[config.mk]
export PLATFORM = sky130hd
export DESIGN_NAME = fpdiv_iter
export DESIGN_NICKNAME = d
export VERILOG_FILES = /design/src/rtl/fpdiv_iter.sv
export SDC_FILE = /design/constraint.sdc
export NUM_CORES = 1
export LEC_CHECK = 0
export BUFFER_PORTS_ARGS = -buffer_cell sky130_fd_sc_hd__buf_2
export CAP_MARGIN = 20
export CELL_PAD_IN_SITES_DETAIL_PLACEMENT = 0
export CELL_PAD_IN_SITES_GLOBAL_PLACEMENT = 1
export CORE_AREA = 2 2 148 150
export DETAILED_ROUTE_END_ITERATION = 10
export DIE_AREA = 0 0 150 152
export PLACE_DENSITY = 0.78
export SLEW_MARGIN = 20
export SYNTH_ARGS = -nofsm -noshare
export SYNTH_HDL_FRONTEND = slang
export SYNTH_SLANG_ARGS = --single-unit
[constraint.sdc]
create_clock -name clk -period 4.8 [get_ports clk]
set_input_delay 0.48 -clock clk [delete_from_list [all_inputs] [get_ports clk]]
set_output_delay 0.48 -clock clk [all_outputs]
set_load 0.01 [all_outputs]
[src/rtl/fpdiv_iter.sv]
// fpdiv_iter: iterative single-precision divider, out = a / b.
// Word layout {frac[31:9], exp[8:1], sign[0]}, implicit leading one, no denormals.
// Restoring radix-2 loop, one quotient bit per cycle; fixed 28-edge start-to-done latency.
// Build option FPDIV_ROUND_EN: round-to-nearest-even; when undefined the quotient is truncated.
module fpdiv_iter #(
    parameter int unsigned BIAS = 127
) (
    input  logic        clk,
    input  logic        rst,
    input  logic        start,
    input  logic [31:0] a,
    input  logic [31:0] b,
    output logic        busy,
    output logic        done,
    output logic [31:0] out,
    output logic        dz,
    output logic        ovf,
    output logic        unf
);

    localparam int unsigned FW = 23;       // fraction width
    localparam int unsigned EW = 8;        // exponent width
    localparam int unsigned MW = FW + 1;   // mantissa with hidden one
    localparam int unsigned QW = 26;       // quotient bits produced
    localparam int unsigned RW = MW + 1;   // partial remainder width
    localparam int unsigned XW = 10;       // signed exponent arithmetic width
    localparam int unsigned CW = 5;        // iteration counter width

    localparam logic [CW-1:0]        LAST_ITER = CW'(QW - 1);
    localparam logic [EW-1:0]        EXP_MAX   = '1;
    localparam logic [FW-1:0]        QNAN_FRAC = 23'h400000;
    localparam logic signed [XW-1:0] E_OVF     = XW'(255);
    localparam logic signed [XW-1:0] E_UNF     = XW'(0);

    typedef enum logic [1:0] {
        IDLE,
        DIV,
        NORM,
        DONE
    } state_t;

    state_t      state;
    logic [CW-1:0] iter;
    logic [RW-1:0] rem;
    logic [MW-1:0] mb;
    logic [QW-1:0] q;
    logic [EW-1:0] ea;
    logic [EW-1:0] eb;
    logic          sgn;
    logic          spec_hit;
    logic          spec_dz;
    logic [31:0]   spec_word;
    logic [31:0]   res_word;
    logic          res_ovf;
    logic          res_unf;

    // Operand classification at the input pins
    logic a_zero, b_zero, a_inf, b_inf, a_nan, b_nan, in_sgn;
    assign a_zero = (a[8:1] == '0);
    assign b_zero = (b[8:1] == '0);
    assign a_inf  = (a[8:1] == EXP_MAX) && (a[31:9] == '0);
    assign b_inf  = (b[8:1] == EXP_MAX) && (b[31:9] == '0);
    assign a_nan  = (a[8:1] == EXP_MAX) && (a[31:9] != '0);
    assign b_nan  = (b[8:1] == EXP_MAX) && (b[31:9] != '0);
    assign in_sgn = a[0] ^ b[0];

    logic        cap_special;
    logic        cap_dz;
    logic [31:0] cap_word;

    // Resolve special operands in priority order; the loop still runs for them
    always_comb begin
        cap_special = 1'b1;
        cap_dz      = 1'b0;
        cap_word    = {{FW{1'b0}}, {EW{1'b0}}, in_sgn};
        if (b_zero && !a_zero) begin
            cap_dz   = 1'b1;
            cap_word = {{FW{1'b0}}, EXP_MAX, in_sgn};
        end else if (a_zero && b_zero) begin
            cap_dz   = 1'b1;
            cap_word = {QNAN_FRAC, EXP_MAX, in_sgn};
        end else if (a_nan || b_nan || (a_inf && b_inf)) begin
            cap_word = {QNAN_FRAC, EXP_MAX, in_sgn};
        end else if (a_zero || b_inf) begin
            cap_word = {{FW{1'b0}}, {EW{1'b0}}, in_sgn};
        end else if (a_inf) begin
            cap_word = {{FW{1'b0}}, EXP_MAX, in_sgn};
        end else begin
            cap_special = 1'b0;
        end
    end

    // One restoring step: trial-subtract the divisor, keep the difference if non-negative
    logic [RW-1:0] mb_ext;
    logic [RW-1:0] rem_sel;
    logic          q_bit;
    assign mb_ext  = {1'b0, mb};
    assign q_bit   = (rem >= mb_ext);
    assign rem_sel = q_bit ? (rem - mb_ext) : rem;

    logic signed [XW-1:0] e_raw;
    logic signed [XW-1:0] e_fin;
    logic [FW-1:0]        frac_t;
    logic [FW-1:0]        frac_fin;
    logic                 guard;
    logic                 sticky;
    logic                 carry;
    logic [31:0]          norm_word;
    logic                 norm_ovf;
    logic                 norm_unf;

    // Normalize the quotient, round, and range-check the exponent
    always_comb begin
        frac_t = q[QW-3:1];
        guard  = q[0];
        sticky = (rem != '0);
        e_raw  = XW'(ea) - XW'(eb) + XW'(BIAS) - XW'(1);
        if (q[QW-1]) begin
            frac_t = q[QW-2:2];
            guard  = q[1];
            sticky = q[0] | (rem != '0);
            e_raw  = XW'(ea) - XW'(eb) + XW'(BIAS);
        end
`ifdef FPDIV_ROUND_EN
        {carry, frac_fin} = {1'b0, frac_t} + MW'(guard & (sticky | frac_t[0]));
`else
        carry    = 1'b0;
        frac_fin = frac_t;
`endif
        e_fin     = e_raw + XW'(carry);
        norm_ovf  = 1'b0;
        norm_unf  = 1'b0;
        norm_word = {frac_fin, e_fin[EW-1:0], sgn};
        if (e_fin >= E_OVF) begin
            norm_ovf  = 1'b1;
            norm_word = {{FW{1'b0}}, EXP_MAX, sgn};
        end else if (e_fin <= E_UNF) begin
            norm_unf  = 1'b1;
            norm_word = {{FW{1'b0}}, {EW{1'b0}}, sgn};
        end
    end

`ifndef FPDIV_ROUND_EN
    // Rounding bits only matter in the round-to-nearest build
    logic unused_round;
    assign unused_round = guard ^ sticky;
`endif

    // Control FSM with capture, divide loop, normalize and result registers
    always_ff @(posedge clk) begin
        if (rst) begin
            state     <= IDLE;
            busy      <= 1'b0;
            done      <= 1'b0;
            out       <= '0;
            dz        <= 1'b0;
            ovf       <= 1'b0;
            unf       <= 1'b0;
            iter      <= '0;
            rem       <= '0;
            mb        <= '0;
            q         <= '0;
            ea        <= '0;
            eb        <= '0;
            sgn       <= 1'b0;
            spec_hit  <= 1'b0;
            spec_dz   <= 1'b0;
            spec_word <= '0;
            res_word  <= '0;
            res_ovf   <= 1'b0;
            res_unf   <= 1'b0;
        end else begin
            done <= 1'b0;
            case (state)
                IDLE: begin
                    busy <= 1'b0;
                    if (start) begin
                        ea        <= a[8:1];
                        eb        <= b[8:1];
                        sgn       <= in_sgn;
                        rem       <= RW'({1'b1, a[31:9]});
                        mb        <= {1'b1, b[31:9]};
                        q         <= '0;
                        iter      <= '0;
                        spec_hit  <= cap_special;
                        spec_dz   <= cap_dz;
                        spec_word <= cap_word;
                        dz        <= 1'b0;
                        ovf       <= 1'b0;
                        unf       <= 1'b0;
                        busy      <= 1'b1;
                        state     <= DIV;
                    end
                end
                DIV: begin
                    rem  <= rem_sel << 1;
                    q    <= {q[QW-2:0], q_bit};
                    iter <= iter + CW'(1);
                    if (iter == LAST_ITER) begin
                        state <= NORM;
                    end
                end
                NORM: begin
                    res_word <= spec_hit ? spec_word : norm_word;
                    res_ovf  <= !spec_hit && norm_ovf;
                    res_unf  <= !spec_hit && norm_unf;
                    state    <= DONE;
                end
                DONE: begin
                    done  <= 1'b1;
                    out   <= res_word;
                    dz    <= spec_dz;
                    ovf   <= res_ovf;
                    unf   <= res_unf;
                    state <= IDLE;
                end
                default: begin
                    state <= IDLE;
                end
            endcase
        end
    end

endmodule
; ---- After elaboration in Yosys (flattened, before gate mapping)
; Index checks and enable logic that the tools add are counted.
[op_classes]
add_sub_neg = 5
n_lt_le_gt_ge = 3
eq_ne = 8
n_mux = 36
n_bitwise = 1
n_reduce_logical = 27
[op_table]
columns = cell, count
row1 = 32-bit 2-to-1 mux, 6
row2 = 26-bit case mux with 2 select lines, 1
row3 = 25-bit case mux with 2 select lines, 1
row4 = 23-bit logical NOT, 2
row5 = 23-bit nonzero test, 2
row6 = 26-bit 2-to-1 mux, 1
row7 = 25-bit by 24-bit greater-or-equal comparator with 1-bit output, 1
row8 = 25-bit 2-to-1 mux, 1
row9 = 24-bit 2-to-1 mux, 1
row10 = 24-bit subtractor, 1
row11 = 23-bit 2-to-1 mux, 1
row12 = 9-bit 2-to-1 mux, 2
row13 = "8-bit == test, second input constant", 2
row14 = 8-bit logical NOT, 2
row15 = 1-bit 2-to-1 mux, 13
row16 = "9-bit by 8-bit adder with 10-bit output, second input constant", 1
row17 = "10-bit by 9-bit greater-or-equal comparator with 1-bit output, second input constant", 1
row18 = "10-bit by 1-bit <= comparator with 1-bit output, second input constant", 1
row19 = 10-bit 2-to-1 mux, 1
row20 = 5-bit case mux with 2 select lines, 1
row21 = "10-bit by 1-bit subtractor with 10-bit output, second input constant", 1
row22 = 1-bit logical AND, 9
row23 = 8-bit by 8-bit subtractor with 9-bit output, 1
row24 = 2-bit case mux with 4 select lines, 1
row25 = other kinds (14), 26
[totals]
ff_bits = 204
input_bits = 67
out_inout_bits = 37
wordCells = 100

; ---- Logic depth before layout (Yosys ltp)
; Gate-level depths: netlist (run 1).
[logic_depth]
depth_word = 8
ltp_mapped = 15
depth_no_buf = 14

; ---- Worst setup path before layout (run 1)
; OpenSTA, ideal clock, no wires.
[synth_timing]
kind = register -> register
from = reg ea[0]
to = reg res_word[1]
setup_ns = 0.122
t_arrival_ns = 3.472
required_ns = 4.678
setup_slack_ns = 1.206
stages_incl_launch_ff = 15
n_path_buf = 0
synth_period_minus_slack_ns = 3.594
cell_sequence = dfxtp_1 -> inv_1 -> ha_1 -> fa_1 -> ha_1 -> and3b_1 -> mux2i_1 -> nor2_1 -> mux2i_2 -> xnor2_1 -> or4b_1 -> a31oi_2 -> a21boi_2 -> and2_4 -> a221o_1
[synth_between]
elab_chain_cells = 8
word_cells_on_any_way = 9
cone_classes = 3 x add/sub / 2 x order compare / 4 x mux
[synth_lines]
columns = item, line
row1 = "start, declared", 47  ; logic [EW-1:0] ea;
row2 = "start signal, assigned", 178  ; ea <= a[8:1];
row3 = 8-bit by 8-bit subtractor with 9-bit output *, "117, 122"
row4 = 9-bit by 8-bit adder with 10-bit output *, "117, 122"
row5 = 10-bit by 1-bit subtractor with 10-bit output, 117  ; e_raw = XW'(ea) - XW'(eb) + XW'(BIAS) - XW'(1);
row6 = 10-bit 2-to-1 mux *, 118  ; if (q[QW-1]) begin
row7 = 10-bit by 1-bit <= comparator with 1-bit output, 137  ; end else if (e_fin <= E_UNF) begin
row8 = 32-bit 2-to-1 mux, 137
row9 = 32-bit 2-to-1 mux *, 134  ; if (e_fin >= E_OVF) begin
row10 = 32-bit 2-to-1 mux *, 204  ; res_word <= spec_hit ? spec_word : norm_word;
row11 = "end signal, assigned", 204
row12 = "end, declared", 53  ; logic [31:0] res_word;
; Mark *: on every way between the ends. The rest lies on a longest branch, timed or not.
; A chain may end at the register's enable or synchronous reset.

; ---- Worst setup path after layout (run 1)
[layout_timing]
from = reg ea[0]
to = reg res_word[24]
; Same word-level chain as after synthesis.

==> results of run 1 <==
final cells by class:
class	count	area share (%)
inverters	50	1.79
flip-flops and latches	174	33.1
clock buffers	17	4.05
multi-input cells	823	50.1
well taps	280	3.33
clock inverters	15	2.01
repair buffers	112	5.57
cell families (layout without fill, tap and decap cells):
family	after synthesis	count (layout)	synth area share [%]
compound gates	276	276	19.6
xor+xnor	41	41	4.25
fa+ha+maj	42	42	5.91
buf+inv	113	194	4.80
flops	174	174	38.1
mux	77	77	8.48
simple gates	387	387	18.9
Yosys cell counts, types with 3 or more instances:
master | n | area [sq um]
mux2i_1 | 75 | 751
a221o_1 | 5 | 50.1
a32oi_1 | 5 | 43.8
o21a_1 | 6 | 45.0
o21ai_0 | 23 | 115
and2_1 | 6 | 37.5
a21oi_1 | 95 | 475
nand2_1 | 140 | 526
o2111ai_1 | 3 | 26.3
dfxtp_1 | 174 | 3480
o21ai_1 | 24 | 120
inv_1 | 50 | 188
nand2b_1 | 8 | 50.1
a221oi_1 | 3 | 26.3
o211ai_1 | 7 | 52.6
nor4_1 | 16 | 100
a21o_1 | 17 | 128
buf_2 | 6 | 30.0
nand4_1 | 12 | 75.1
a311oi_1 | 3 | 26.3
a22oi_1 | 26 | 195
nor2b_1 | 9 | 56.3
o31ai_1 | 5 | 37.5
and4_1 | 4 | 35.0
nor3_1 | 14 | 70.1
xnor2_1 | 22 | 193
buf_1 | 9 | 33.8
nand3_1 | 13 | 65.1
or3_1 | 4 | 25.0
a211oi_1 | 19 | 143
ha_1 | 40 | 500
or4_1 | 3 | 22.5
a211o_1 | 5 | 43.8
nor2_1 | 140 | 526
a31oi_1 | 6 | 37.5
clkbuf_1 | 47 | 176
xor2_1 | 15 | 131
nand3b_1 | 4 | 30.0
sequential cells by signal (all words and copies together), names as in the netlist, 2 cells and up:
signal	cells
mb	24
q	26
rem	25
res_word	32
iter	5
eb	8
out	32
ea	8
spec_word	3
state	2
critical path: cells and delay by family (launching register included):
kind	cells	cell delay [ns]
XOR/XNOR	1	0.15
adder cells (fa/ha/maj)	3	1.02
multiplexers	2	0.66
flip-flops	1	0.33
AND/OR/NAND/NOR	4	0.96
buffers and inverters	2	0.32
AO/OA/AOI/OAI	3	0.41
layer usage:
layer | vias up | track usage [%] | wire, um
li1 | 4049 | - | -
met1 | 3732 | 27.8 | 11000
met2 | 124 | 32.1 | 10000
met3 | 20 | 3.51 | 763
met4 | 0 | 4.85 | 327
met5 | - | 0 | 0
path summary, 6_finish.rpt:
check | slack (ns) | depth (start not counted) | endpoint | from
min | 0.28 | 3 | mb[17]$_SDFFE_PP0P_ | b[26]
min reg2reg | 0.45 | 2 | res_word[12]$_SDFFE_PP0P_ | res_word[12]$_SDFFE_PP0P_
max | 0.85 | 15 | res_word[24]$_SDFFE_PP0P_ | ea[0]$_SDFFE_PP0P_
max reg2reg | 0.85 | 15 | res_word[24]$_SDFFE_PP0P_ | ea[0]$_SDFFE_PP0P_
metrics by stage:
| stage | util [%] | hold WS [ns] | cell area, sq um | total power [mW] |
|---|---|---|---|---|
| 3_5_place_dp | 46.2 | 0.444 | 9860 | 5.88 |
| 5_1_grt | 49.2 | 0.275 | 10500 | 7.92 |
| 2_1_floorplan | - | 0.428 | 9150 | 5.05 |
| 3_3_place_gp | 46.2 | 0.438 | 9860 | 5.87 |
| 6_report | 49.2 | 0.279 | 10500 | 7.32 |
| 4_1_cts | 49.2 | 0.275 | 10500 | 7.34 |
power groups by stage:
| stage | Combinational (mW) | Sequential (mW) | Clock, mW |
|---|---|---|---|
| final | 4.07 | 1.81 | 1.44 |
| after global routing | 4.55 | 1.84 | 1.53 |
| after CTS | 4.07 | 1.81 | 1.46 |
| after detailed placement | 4.05 | 1.84 | 0 |
| after global placement | 4.04 | 1.83 | 0 |
| after floorplan | 3.25 | 1.80 | 0 |
==> results.ini, run 1 <==
[status]
outcome=finished clean

[finish]
layout_commonest_cell=dfxtp_1
final_layout_size_suffix_gt1_share_pct=13.9
antenna_cells=0
nets=1287
multi_input_area_sq_mm=0.00527
regArea_sq_mm=0.00348
fin_cells=1471
layout_common_cells=dfxtp_1 (174), nor2_1 (140), nand2_1 (140)
fillerInstances=2164
syn2layout_area_growth_pct=14.8

[yosys]
synth_nets=1219
synth-seq-cells=174
async_flop_share_pct=0
synth_edf_count=0
syn_area_per_cell_sq_um=8.25
syn-instance-count=1110
syn_area_sq_mm=0.00915
ys_types=74
synth_flop_cell=dfxtp_1
yosysWarnings=0
yosysSeqAreaShare_pct=38.1

[cts]
cts_sinks=174
cts_setup_buffers=0
path_clk_slew_ns=0.08
cts-resized-gates=0
cts_buffers=17
root_buffer=clkbuf_16
clock_latency_ns=0.44
tritoncts=built
holdBufCountCts=0
clk_path_buf_depth=2
cts_htree_levels=4

[timing]
hold_viol_final=0
finalSetupTns_ns=0
rsz0062_at_grt=no
finalCritPeriodShare_pct=82.3
slew_violations=0
period_minus_slack_ns=3.95
setup_slack_ns=0.850
slew_headroom_pct=33.1
fin_worst_skew_ns=0.00829
worstMarginPinSlew_ns=1.00
finalSetupViolCount=0
clock.fmax_mhz=253

[placement]
port_buffers=103
post-place-ws_ns=0.886
place.gp.congestion=0.849
hpwl_um=15600
dp.cells=1439

[pwr]
power_density_mw_per_mm2=697
power_frac_seq_pct=24.7
vdd_ir_drop_max_v=0.000322
p_clk_share_pct=19.6
combPwrFrac_pct=55.6
swShare_pct=45.4
power_leakage_nw=4.07
p_sw_mw=3.32
intPower_mw=4.00

[critical_path]
critical_path_arrival_ns=4.28
required_ns=5.13
crit_type=reg2reg
crit_top_cell=ha_1
critPathMaxFanout=22
cp-end-kind=flip-flop
cp_slowest_cell=or4b_1
crit_chain=inv_1 > ha_1 > fa_1 > ha_1 > and3b_1 > mux2i_1 > nor2_1 > mux2i_2 > xnor2_1 > or4b_1 > a31oi_2 > a21boi_2 > nand3_1 > buf_4 > o21ai_1
slowest_delay_ns=0.56
critPathLaunchType=flip-flop

[route]
antenna_left=0
vias_per_cell=5.39
dr.first_iter.drc_count=343
num_vias=7925
wire_per_inst_um=15.0
drc_errors=0
first_pass_iters=5
wirelength_um=22100

[global_routing]
grt-ovfl-total=0
antenna_found_initial=0
grt_max_degree=79
grt_usage_pct=20.0
first_global_vias=7557
grt_pass1_wl_um=37400

[worst_hold_path]
hold_path.class=in2reg

[die]
start_util_pct=42.9
num_rows=54
core_area_sq_mm=0.0214
io_pins=104
fp.dieH_um=152
die_x_um=150
dieArea_sq_mm=0.0228

[run]
cap_violations=0

No activity file was read; power rests on OpenSTA's default activity.
==> inputs of run 2 (changes only) <==
==> constraint.sdc (replaced) <==
create_clock -name clk -period 4.1 [get_ports clk]
set_input_delay 0.41 -clock clk [delete_from_list [all_inputs] [get_ports clk]]
set_output_delay 0.41 -clock clk [all_outputs]
set_load 0.01 [all_outputs]
==> run 2 against run 1 <==
Compared with the run above: count of clock-buffer cells in the layout stayed put; largest cell class unchanged; via count is 0.74% higher; clock power is 17% higher; final cell count is 0.27% higher; sequential share of layout area is 0.22 points lower; total power is 18% higher; critical endpoint is now res_word[4]$_SDFFE_PP0P_.
==> results.ini, run 2 (synthesized netlist as in run 1, its figures left out) <==
[critical_path]
slowest_delay_ns=0.57  ; about the same
cp_slowest_cell=or4b_1
critPathLaunchType=flip-flop
required_ns=4.42  ; -0.71 ns
critPathLaunch=ea[0]$_SDFFE_PP0P_
r2r-start=ea[0]$_SDFFE_PP0P_
crit_type=reg2reg
cp-end-kind=flip-flop
critPathMaxFanout=6  ; -73%
crit_top_cell=ha_1
critical_path_arrival_ns=4.13  ; -0.15 ns
crit_chain=inv_1 > ha_1 > fa_1 > ha_1 > and3b_1 > mux2i_4 > nor2_1 > mux2i_2 > xnor2_1 > or4b_1 > a31oi_2 > a21boi_2 > and2_4 > a221o_1

[timing]
slew_violations=0  ; unchanged
clock.fmax_mhz=262  ; +3.7%
finalCritPeriodShare_pct=92.9  ; +11 points
rsz0062_at_grt=no
period_minus_slack_ns=3.81  ; -0.139 ns
final.hold.worst_slack_ns=0.211  ; -0.0682 ns
worstMarginPinSlew_ns=0.930  ; -0.0713 ns
finalSetupViolCount=0  ; unchanged
slew_headroom_pct=37.6  ; +4.5 points
fin_worst_skew_ns=0.0120  ; +0.00373 ns
hold_viol_final=0  ; unchanged
finalSetupTns_ns=0  ; unchanged

[pwr]
power_leakage_nw=4.10  ; +0.85%
power_density_mw_per_mm2=816  ; +17%
vdd_ir_drop_max_v=0.000454  ; +41%

[cts]
clk_path_buf_depth=2  ; unchanged
cts_buffers=17  ; unchanged
path_clk_slew_ns=0.08  ; about the same
clock_latency_ns=0.44  ; about the same
root_buffer=clkbuf_16
holdBufCountCts=0  ; unchanged
tritoncts=built
cts_sinks=174  ; unchanged
cts_htree_levels=4  ; unchanged

[placement]
place_area_sq_mm=0.00993  ; +0.68%
hpwl_um=15600  ; about the same
port_buffers=103  ; unchanged
place.gp.congestion=0.862  ; +1.6%

[global_routing]
busiest_layer=met2
first_global_vias=7480  ; -1.0%
gr-usage-met3_pct=3.96  ; +0.45 points
antenna_found_initial=0  ; unchanged
grt_max_degree=96  ; +22%
grt_usage_pct=19.7  ; -0.21 points
grt_pass1_wl_um=37000  ; -0.98%
grt-ovfl-total=0  ; unchanged
grt_use_met2_pct=32.4  ; +0.30 points
use_met1_pct=26.8  ; -0.97 points

[route]
antenna_left=0  ; unchanged
num_vias=7984  ; +0.74%
first_pass_iters=4  ; -1
drc_errors=0  ; unchanged
dr.first_iter.drc_count=387  ; +13%
wirelength_um=22000  ; -0.19%
wire_per_inst_um=14.9  ; -0.47%
vias_per_cell=5.41  ; +0.47%

[die]
die_x_um=150  ; unchanged
core_area_sq_mm=0.0214  ; unchanged
dieArea_sq_mm=0.0228  ; unchanged
num_rows=54  ; unchanged
io_pins=104  ; unchanged
start_util_pct=42.9  ; unchanged
fp.dieH_um=152  ; unchanged

[worst_hold_path]
min-delay-start=b[15]
hold_path.class=in2reg

[finish]
antenna_cells=0  ; unchanged
layout_commonest_cell=dfxtp_1
reg_top3=out (32), res_word (32), q (26)
nets=1291  ; +0.31%
final_area_sq_mm=0.0106  ; +0.67%
fin_util_pct=49.6  ; +0.33 points
final_layout_size_suffix_gt1_share_pct=14.5  ; +0.54 points
syn2layout_area_growth_pct=15.6
layout_common_cells=dfxtp_1 (174), nor2_1 (140), nand2_1 (140)

[status]
outcome=finished clean

[run]
cap_violations=0  ; unchanged

-- run 2: critical path: cells and delay by family (launching register included) --
family / cells / cell delay (ns)
DFF: 1 / 0.33
muxes: 2 / 0.48
adders and majority gates: 3 / 0.99
xor gates and xnor gates: 1 / 0.16
AOI/OAI and AO/OA: 3 / 0.65
and+or+nand+nor: 4 / 1.04
buffers and inverters: 1 / 0.05
-- run 2: final timing paths --
check                                            endpoint  slack [ns]  depth (start not counted)
worst max register to register   res_word[4]$_SDFFE_PP0P_        0.29                         14
worst max-delay path             res_word[4]$_SDFFE_PP0P_        0.29                         14
worst min register to register  res_word[14]$_SDFFE_PP0P_        0.45                          2
worst min-delay path                   mb[6]$_SDFFE_PP0P_        0.21                          3
-- run 2: layout make-up --
| cell class | instances | area (sq um) |
|---|---|---|
| clock buffers | 17 | 425 |
| clock inverters | 15 | 204 |
| fillers | 2158 | 10800 |
| inverters | 50 | 188 |
| multi-input cells | 823 | 5280 |
| flip-flops and latches | 174 | 3480 |
| well taps | 280 | 350 |
| repair buffers | 116 | 653 |
-- run 2: where the power goes --
part / switching [mW] / leakage (nW) / internal (mW) / total, mW
logic: 2.88 / 2.38 / 1.95 / 4.83
clock network: 0.843 / 0.304 / 0.847 / 1.69
registers: 0.175 / 1.41 / 1.94 / 2.12
total: 3.90 / 4.10 / 4.74 / 8.64
-- run 2: stage by stage --
step / setup WS (ns) / instances / power, mW
4_1_cts: 0.128 / 1475 / 8.66
3_3_place_gp: 0.331 / 1443 / 6.92
2_1_floorplan: 0.506 / 1110 / 5.91
5_1_grt: 0.0468 / 1475 / 9.34
3_5_place_dp: 0.168 / 1443 / 6.94
6_report: 0.290 / 1475 / 8.64
-- run 2: metal layers --
| layer | wire [um] | share of wire, % |
|---|---|---|
| met4 | 244 | 1.1 |
| met2 | 10200 | 46 |
| met1 | 10700 | 48 |
| met3 | 885 | 4.0 |
| met5 | 0 | 0 |
-- run 2: what timing repair did --
| action | CTS | global route |
|---|---|---|
| endpoints found under the setup margin | 0 | 27 |
| setup buffers | 0 | 0 |
| gates resized for setup | 0 | 4 |
==> inputs of run 3 (changes only) <==
--- a/config.mk
+++ b/config.mk
@@ -12,6 +12,8 @@
 export CORE_AREA = 2 2 148 150
 export DETAILED_ROUTE_END_ITERATION = 10
 export DIE_AREA = 0 0 150 152
+export GPL_ROUTABILITY_DRIVEN = 0
+export MAX_ROUTING_LAYER = met4
 export PLACE_DENSITY = 0.78
 export SLEW_MARGIN = 20
 export SYNTH_ARGS = -nofsm -noshare
==> run 3 against run 2 <==
Compared with the run above: utilization unchanged; clock power hardly changed; sequential share of layout area unchanged; combinational power about the same; first-iteration DRC count rose by 2.3%; global-route usage is 0.59 points higher; sequential power barely moved; fmax rose by 0.17%; via count is 0.14% lower; highest routed layer unchanged; die area unchanged; register-to-register slack hardly changed; critical path depth unchanged.
==> results.ini, run 3 (synthesized netlist as in run 1, its figures left out) <==
[critical_path]
r2r-start=ea[0]$_SDFFE_PP0P_
cp-end-kind=flip-flop
critical_path_arrival_ns=4.13  ; about the same
critPathMaxFanout=6  ; unchanged
rr_endpoint=res_word[4]$_SDFFE_PP0P_
required_ns=4.42  ; about the same
reg2reg_slack_ns=0.30  ; about the same
worst_r2r_path_depth=14  ; unchanged
crit_type=reg2reg
critPathLaunchType=flip-flop

[timing]
rsz0062_at_grt=no
finalSetupViolCount=0  ; unchanged
setup_slack_ns=0.296  ; +0.00638 ns
fin_worst_skew_ns=0.0117  ; -0.000283 ns
finalSetupTns_ns=0  ; unchanged
finalCritPeriodShare_pct=92.8  ; -0.16 points
clock.fmax_mhz=263  ; +0.17%
slew_headroom_pct=37.7  ; +0.097 points
period_minus_slack_ns=3.80  ; -0.00638 ns
hold_viol_final=0  ; unchanged
worstMarginPinSlew_ns=0.929  ; -0.00144 ns
slew_violations=0  ; unchanged

[placement]
post-place-ws_ns=0.168  ; unchanged
hpwl_um=15600  ; unchanged
port_buffers=103  ; unchanged
place_area_sq_mm=0.00993  ; unchanged

[status]
outcome=finished clean

[finish]
antenna_cells=0  ; unchanged
nets=1291  ; unchanged
reg_top3=out (32), res_word (32), q (26)
syn2layout_area_growth_pct=15.6  ; unchanged
layout_commonest_cell=dfxtp_1
final_area_sq_mm=0.0106  ; unchanged
final_layout_size_suffix_gt1_share_pct=14.5  ; unchanged
layout_common_cells=dfxtp_1 (174), nor2_1 (140), nand2_1 (140)
fillerInstances=2158  ; unchanged

[die]
num_rows=54  ; unchanged
dieArea_sq_mm=0.0228  ; unchanged
fp.dieH_um=152  ; unchanged
start_util_pct=42.9  ; unchanged
io_pins=104  ; unchanged
core_area_sq_mm=0.0214  ; unchanged
die_x_um=150  ; unchanged

[global_routing]
grt_max_degree=96  ; unchanged
grt_pass1_wl_um=37000  ; about the same
first_global_vias=7482  ; +0.027%
grt_usage_pct=20.3  ; +0.59 points
antenna_found_initial=0  ; unchanged
grt-ovfl-total=0  ; unchanged

[route]
dr.first_iter.drc_count=396  ; +2.3%
wire_per_inst_um=14.9  ; -0.41%
antenna_left=0  ; unchanged
first_pass_iters=5  ; +1
wirelength_um=21900  ; -0.41%
drc_errors=0  ; unchanged
vias_per_cell=5.41  ; -0.14%
num_vias=7973  ; -0.14%

[pwr]
p_clk_share_pct=19.5  ; about the same
vdd_ir_drop_max_v=0.000455  ; +0.10%
power_leakage_nw=4.10  ; unchanged
intPower_mw=4.74  ; about the same
power_density_mw_per_mm2=816  ; about the same
p_sw_mw=3.89  ; -0.14%
power_frac_seq_pct=24.5  ; about the same
swShare_pct=45.1  ; about the same
combPwrFrac_pct=55.9  ; about the same

[cts]
tritoncts=built
cts_buffers=17  ; unchanged
cts_setup_buffers=0  ; unchanged
holdBufCountCts=0  ; unchanged
root_buffer=clkbuf_16
path_clk_slew_ns=0.08  ; about the same
clock_latency_ns=0.44  ; about the same
cts_htree_levels=4  ; unchanged
cts_sinks=174  ; unchanged
clk_path_buf_depth=2  ; unchanged

[worst_hold_path]
min_path_cells=3  ; unchanged
min-delay-start=b[15]
holdPathEnd=mb[6]$_SDFFE_PP0P_
hold_path.class=in2reg

[run]
cap_violations=0  ; unchanged

==> run 3: cell counts in the layout (fill, tap and decap cells not counted) <==
No cell type changed its count.
==> run 3: area by class of cell <==
type	instances	area (sq um)	area share (%)
Multi-Input combinational cell	823	5280	49.9
Sequential cell	174	3480	32.9
Timing Repair Buffer	116	653	6.17
Clock buffer	17	425	4.02
Tap cell	280	350	3.31
Clock inverter	15	204	1.93
Inverter	50	188	1.77
==> run 3: critical path, stage by stage (launching register included) <==
cell and delay (ns):
dfxtp_1 0.33, inv_1 0.05, ha_1 0.21, fa_1 0.51
ha_1 0.27, and3b_1 0.21, mux2i_4 0.24, nor2_1 0.09
mux2i_2 0.23, xnor2_1 0.16, or4b_1 0.57, a31oi_2 0.24
a21boi_2 0.10, and2_4 0.17, a221o_1 0.31
==> run 3: stage by stage <==
step           utilization, %  total power [mW]  instances  hold slack [ns]
2_1_floorplan               -              5.91       1110            0.428
3_3_place_gp             46.5              6.92       1443            0.440
3_5_place_dp             46.5              6.94       1443            0.445
4_1_cts                  49.5              8.66       1475            0.199
5_1_grt                  49.6              9.34       1475            0.205
6_report                 49.6              8.63       1475            0.211
==> run 3: repair_timing <==
action,CTS,global route
endpoints found under the setup margin,0,27
endpoints found under the hold margin,0,0
gates resized for setup,0,4
==> run 3: worst max-delay path by stage <==
stage / from / to / slack (ns) / cells past startpoint
after CTS: ea[0]$_SDFFE_PP0P_ / res_word[4]$_SDFFE_PP0P_ / 0.13 / 14
after detailed placement: ea[0]$_SDFFE_PP0P_ / res_word[4]$_SDFFE_PP0P_ / 0.17 / 14
after global placement: ea[0]$_SDFFE_PP0P_ / res_word[4]$_SDFFE_PP0P_ / 0.33 / 14
after global routing: ea[0]$_SDFFE_PP0P_ / res_word[4]$_SDFFE_PP0P_ / 0.05 / 14
final: ea[0]$_SDFFE_PP0P_ / res_word[4]$_SDFFE_PP0P_ / 0.30 / 14
after floorplan: ea[0]$_SDFFE_PP0P_ / res_word[1]$_SDFFE_PP0P_ / 0.51 / 14
==> run 3: per-layer routing <==
layer / track usage [%] / share of wire, % / wire length, um / vias up
met1: 26.7 / 49 / 10700 / 3769
met2: 32.5 / 47 / 10200 / 127
met4: 4.36 / 1.0 / 222 / 0
met3: 3.99 / 3.6 / 793 / 21
met5: - / 0 / 0 / -
li1: - / - / - / 4056
==> run 3: power groups by stage <==
stage               clock (mW)  combinational, mW  sequential, mW
floorplan                    0               3.81            2.10
global placement             0               4.77            2.15
detailed placement           0               4.78            2.15
CTS                       1.73               4.81            2.12
global route              1.81               5.39            2.15
finish                    1.69               4.83            2.12
